## src/rtl/cnn_pkg.sv

```systemverilog
// cnn_pkg: shared pixel/window widths and types for the CNN pixel pipeline
package cnn_pkg;
    localparam int PIXEL_W = 8;
    localparam int KSIZE   = 3;
    localparam int WIN_W   = PIXEL_W * KSIZE * KSIZE;
    typedef logic [PIXEL_W-1:0] pixel_t;
    typedef logic [WIN_W-1:0]   window_t;
endpackage

```

## src/rtl/conv_window_gen_line_buffer.sv

```systemverilog
// line_buffer: one-row pixel store, sync write, async read-old-value at the same address
//   i_clk   clock
//   i_we    write enable
//   i_addr  column address (shared by read and write)
//   i_wdata data written at the clock edge
//   o_rdata current (pre-write) contents at i_addr
module line_buffer #(
    parameter int DEPTH = 128,
    parameter int WIDTH = 8,
    parameter int AW    = $clog2(DEPTH)
) (
    input  logic             i_clk,
    input  logic             i_we,
    input  logic [AW-1:0]    i_addr,
    input  logic [WIDTH-1:0] i_wdata,
    output logic [WIDTH-1:0] o_rdata
);
    logic [WIDTH-1:0] mem_q [DEPTH];
    assign o_rdata = mem_q[i_addr];
    always_ff @(posedge i_clk) begin
        if (i_we) mem_q[i_addr] <= i_wdata;
    end
endmodule

```

## src/rtl/conv_window_gen.sv

```systemverilog
// conv_window_gen: raster pixel stream to 3x3 window stream for the conv stage
//   i_clk/i_rst_n        clock, async active-low reset
//   i_pixel              8-bit pixel, accepted when i_pixel_valid
//   i_sof                with i_pixel_valid, forces the pixel to position (0,0)
//   o_pixel_data         72-bit window, byte 0 top-left .. byte 8 bottom-right
//   o_pixel_data_valid   strobe one cycle after a pixel at row>=2, col>=2
//   o_frame_done         strobe with the window of the frame's last pixel
module conv_window_gen
    import cnn_pkg::*;
#(
    parameter int IMG_W = 128,
    parameter int IMG_H = 128,
    parameter int COL_W = $clog2(IMG_W),
    parameter int ROW_W = $clog2(IMG_H)
) (
    input  logic               i_clk,
    input  logic               i_rst_n,
    input  logic [PIXEL_W-1:0] i_pixel,
    input  logic               i_pixel_valid,
    input  logic               i_sof,
    output logic [WIN_W-1:0]   o_pixel_data,
    output logic               o_pixel_data_valid,
    output logic               o_frame_done
);
    logic [COL_W-1:0] col_q, col_d, cur_col;
    logic [ROW_W-1:0] row_q, row_d, cur_row;
    window_t win_q, win_d, data_q;
    logic valid_q, valid_d, done_q, done_d;
    logic last_col, last_row;
    pixel_t top_rd, mid_rd;

    line_buffer #(.DEPTH(IMG_W), .WIDTH(PIXEL_W), .AW(COL_W)) u_lb_top (
        .i_clk(i_clk), .i_we(i_pixel_valid), .i_addr(cur_col), .i_wdata(mid_rd), .o_rdata(top_rd)
    );
    line_buffer #(.DEPTH(IMG_W), .WIDTH(PIXEL_W), .AW(COL_W)) u_lb_mid (
        .i_clk(i_clk), .i_we(i_pixel_valid), .i_addr(cur_col), .i_wdata(i_pixel), .o_rdata(mid_rd)
    );

    always_comb begin
        cur_col  = i_sof ? '0 : col_q;
        cur_row  = i_sof ? '0 : row_q;
        last_col = cur_col == COL_W'(IMG_W - 1);
        last_row = cur_row == ROW_W'(IMG_H - 1);
        col_d    = col_q;
        row_d    = row_q;
        win_d    = win_q;
        if (i_pixel_valid) begin
            col_d = last_col ? '0 : cur_col + 1'b1;
            row_d = last_col ? (last_row ? '0 : cur_row + 1'b1) : cur_row;
            // each window row shifts one byte toward byte 0; new column enters on the right
            win_d = {i_pixel, win_q[71:56], mid_rd, win_q[47:32], top_rd, win_q[23:8]};
        end
        valid_d = i_pixel_valid && cur_row >= ROW_W'(2) && cur_col >= COL_W'(2);
        done_d  = valid_d && last_col && last_row;
    end

    always_ff @(posedge i_clk or negedge i_rst_n) begin
        if (!i_rst_n) begin
            col_q   <= '0;
            row_q   <= '0;
            win_q   <= '0;
            data_q  <= '0;
            valid_q <= 1'b0;
            done_q  <= 1'b0;
        end else begin
            col_q   <= col_d;
            row_q   <= row_d;
            win_q   <= win_d;
            valid_q <= valid_d;
            done_q  <= done_d;
            if (valid_d) data_q <= win_d;
        end
    end

    assign o_pixel_data       = data_q;
    assign o_pixel_data_valid = valid_q;
    assign o_frame_done       = done_q;
endmodule
```

## config.mk

```make
export PLATFORM = sky130hd
export DESIGN_NAME = conv_window_gen
export DESIGN_NICKNAME = d
export VERILOG_FILES = /design/src/rtl/cnn_pkg.sv /design/src/rtl/conv_window_gen_line_buffer.sv /design/src/rtl/conv_window_gen.sv
export SDC_FILE = /design/constraint.sdc
export NUM_CORES = 2
export LEC_CHECK = 0
export BUFFER_PORTS_ARGS = -buffer_cell sky130_fd_sc_hd__buf_4
export CELL_PAD_IN_SITES_DETAIL_PLACEMENT = 0
export CELL_PAD_IN_SITES_GLOBAL_PLACEMENT = 1
export CORE_ASPECT_RATIO = 2
export CORE_MARGIN = 3
export CORE_UTILIZATION = 45
export CTS_CLUSTER_SIZE = 16
export DETAILED_ROUTE_END_ITERATION = 10
export PLACE_DENSITY = 0.68
export SYNTH_ARGS = -nofsm -noshare
export SYNTH_HDL_FRONTEND = slang
export SYNTH_SLANG_ARGS = --single-unit
```

## constraint.sdc

```tcl
create_clock -name i_clk -period 7 [get_ports i_clk]
set_clock_uncertainty 0.05 [all_clocks]
set_input_delay 1.05 -clock i_clk [delete_from_list [all_inputs] [get_ports i_clk]]
set_output_delay 1.05 -clock i_clk [all_outputs]
set_load 0.01 [all_outputs]
```

==> flow_metrics.py <==
metrics = {
    "grt": {
        "grt_pass1_vias": 52500,
        "antenna_found_initial": 44,
        "grt_pass1_wl_mm": 492,
        "grt_max_degree": 131,
        "track_usage": 0.382,
        "gr-total-overflow": 0,
    },
    "floorplanning": {
        "start_util": 0.453,
        "dieArea_um2": 195000,
        "coreArea_um2": 188000,
        "die_h_um": 621,
        "ios": 86,
        "die_w_um": 313,
        "num_rows": 225,
    },
    "clock_tree": {
        "clkLatencyLatePin_ns": 0.89,
        "cts-root-buf": "clkbuf_16",
        "clock_path_buffers": 4,
        "cts.hold.buffers_added": 0,
        "post_cts_resized": 0,
        "cts_setup_buffers": 0,
        "clkSinkCount": 2208,
        "clk_pin_slew_ns": 0.07,
        "cts_buffers": 193,
        "cts_tree": "built",
        "htree_levels": 4,
    },
    "drt": {
        "dr.pass1.iters": 9,
        "vias": 55500,
        "ant_nets": 0,
        "drcViolationCount": 0,
        "wl_mm": 376,
        "drt_iter0_drc": 9054,
        "via_per_inst": 6.96,
        "routedWlPerCell_um": 47.2,
    },
    "sta": {
        "min_period_over_period": 0.850,
        "finalSetupViolCount": 0,
        "relSlewSlack": -0.0967,
        "fmax_ghz": 0.168,
        "rsz0062_at_grt": "no",
        "hold_viol_final": 0,
        "maxSlewViolCount": 4,
        "tightest_slew_ns": 1.65,
        "tns_ns": 0,
        "period_minus_slack_ns": 5.95,
    },
    "cells_and_area": {
        "final_common_cell": "edfxtp_1",
        "drive_gt1_frac": 0.203,
        "layout_common_cells": "2,048 x edfxtp_1, 463 x buf_4, 261 x mux2i_1, 258 x nor2_1, 238 x a22oi_1",
        "final_area_um2": 97400,
        "nFillCells": 15300,
        "final_cells": 7971,
        "finish.utilization": 0.519,
        "nets": 5315,
        "syn_to_final_growth_pct": 14.5,
    },
    "synth": {
        "synthArstFlopShare": 0.0725,
        "synth_top_area_share": 0.723,
        "yosys_register_bits": 2208,
        "ys_types": 84,
        "synth_ff_type": "edfxtp_1",
        "synth_top_cell_by_area": "edfxtp_1",
        "synth_edf_count": 2048,
        "synthesis.nets": 4958,
        "syn_avg_cell_area_um2": 17.2,
        "yosysWarningCount": 0,
        "synth_seq_area_share": 0.770,
        "synthCells": 4944,
        "synth_area_um2": 85100,
        "synth_area_leaders": "edfxtp_1 72%, dfrtp_1 4.7%, mux2i_1 3.1%",
    },
    "power_and_ir_drop": {
        "p_sw_mw": 8.06,
        "finalPower_mw": 29.8,
        "internal_power_mw": 21.7,
        "clkPwrFrac": 0.359,
        "comb_power_share": 0.133,
        "swShare": 0.271,
        "power_leakage_nw": 31.5,
        "peakVddDrop_mv": 0.186,
        "seq_power_share": 0.508,
        "power.density_nw_per_um2": 306,
    },
    "setup_path": {
        "critical_path.startpoint_type": "flip-flop",
        "crit_fanout": 46,
        "cp-end-kind": "flip-flop",
        "required_ns": 7.66,
        "rr_startpoint": "col_q[0]$_DFFE_PN0P_",
        "regToRegEndpoint": "o_pixel_data[18]$_DFFE_PN0P_",
        "regToRegSetupSlack_ns": 1.05,
        "r2r_cells": 9,
        "crit_type": "reg -> reg",
        "crit_arrival_ns": 6.60,
    },
    "run": {
        "max_cap_viol_count": 3,
    },
    "outcome": {
        "outcome": "complete, but fails checks",
        "violations": "capacitance limit, slew limit",
    },
    "place": {
        "io_buffers": 85,
        "dp_hpwl_mm": 246,
        "place_area_um2": 91200,
        "place_inst": 7600,
        "gp_congestion": 1.04,
    },
    "hold_path": {
        "hp-class": "in -> async",
    },
}
-- logic make-up after synthesis --
logic type,share of synthesized area
buf+inv,0.0208
flops,0.770
fa+ha+maj,0.000294
simple gates,0.0380
compound gates,0.110
mux,0.0608
-- power groups by stage --
stage	registers [mW]	logic (mW)	clock network, mW
4_1_cts	15.1	3.80	10.7
3_5_place_dp	15.4	3.78	0
5_1_grt	15.1	3.92	11.2
3_3_place_gp	15.4	3.75	0
6_report	15.1	3.97	10.7
2_1_floorplan	15.4	1.60	0
-- flip-flops by register name (all words and copies together) (netlist names) --
register,cells
u_lb_mid.mem_q,1024
u_lb_top.mem_q,1024
o_pixel_data,72
win_q,72
col_q,7
row_q,7
o_frame_done,1
o_pixel_data_valid,1
-- per-layer routing --
metal,track usage,share of wire
met1,0.413,0.31
met2,0.607,0.47
met5,0,0.00049
met3,0.0880,0.10
met4,0.386,0.12
-- worst max-delay path, cell delays in order (launching register included) --
cell and delay (ns):
dfrtp_4 0.95, buf_12 0.44, or3b_2 0.99, buf_12 0.29
o2bb2ai_1 0.10, a2111oi_1 1.04, o22ai_1 0.60, a2111o_1 0.51
nor4_2 0.55, a21oi_1 0.15
-- metrics by stage --
stage | hold WS, ns | worst slack [ns]
after floorplan | 0.405 | 1.26
after global placement | 0.418 | 0.111
after detailed placement | 0.428 | 0.983
after CTS | 0.189 | 1.30
after global routing | 0.224 | 1.36
final | 0.153 | 1.05
-- cell type report --
| cell class | count | area [um2] | share of cell area |
|---|---|---|---|
| diodes | 31 | 77.6 | 0.000797 |
| clock buffers | 230 | 5040 | 0.0518 |
| clock inverters | 107 | 993 | 0.0102 |
| inverters | 16 | 66.3 | 0.000681 |
| multi-input cells | 2370 | 18100 | 0.186 |
| flip-flops and latches | 2208 | 65500 | 0.673 |
| well taps | 2497 | 3120 | 0.0321 |
| repair buffers | 512 | 4430 | 0.0455 |
-- worst max path at each step --
stage	slack, ns	endpoint	from	depth (start not counted)
global placement	0.11	u_lb_top.mem_q[86][5]$_DFFE_PP_	i_sof	9
detailed placement	0.98	u_lb_top.mem_q[69][1]$_DFFE_PP_	i_sof	12
global route	1.36	win_q[40]$_DFF_PN0_	col_q[2]$_DFFE_PN0P_	11
floorplan	1.26	o_pixel_data[40]$_DFFE_PN0P_	i_sof	10
finish	1.05	o_pixel_data[18]$_DFFE_PN0P_	col_q[0]$_DFFE_PN0P_	9
CTS	1.30	u_lb_top.mem_q[66][1]$_DFFE_PP_	col_q[1]$_DFFE_PN0P_	11
-- Yosys cell counts, drive strengths merged (7+ instances only) --
cell type and count:
nand4 9, a22o 99, a21oi 172, nand2 140, a222oi 83, a221oi 71, o2bb2ai 59, a32o 8
o22ai 100, nor4 12, or4 8, o211ai 17, nand3b 56, clkbuf 147, o21ai 109, o22a 32
mux4 16, a22oi 239, buf 203, mux2 195, nor2 269, nor2b 15, nor3 19, a32oi 27
mux2i 261, a31o 8, a221o 29, or3b 17, o31ai 14, dfrtp 160, a211oi 25, nand2b 13
and3 7, a31oi 60, inv 14, a211o 11, edfxtp 2048, and3b 7, nor3b 14, a2111oi 29
nand3 25, a21o 8, o221ai 14
Power figures use the tool's default switching activity.
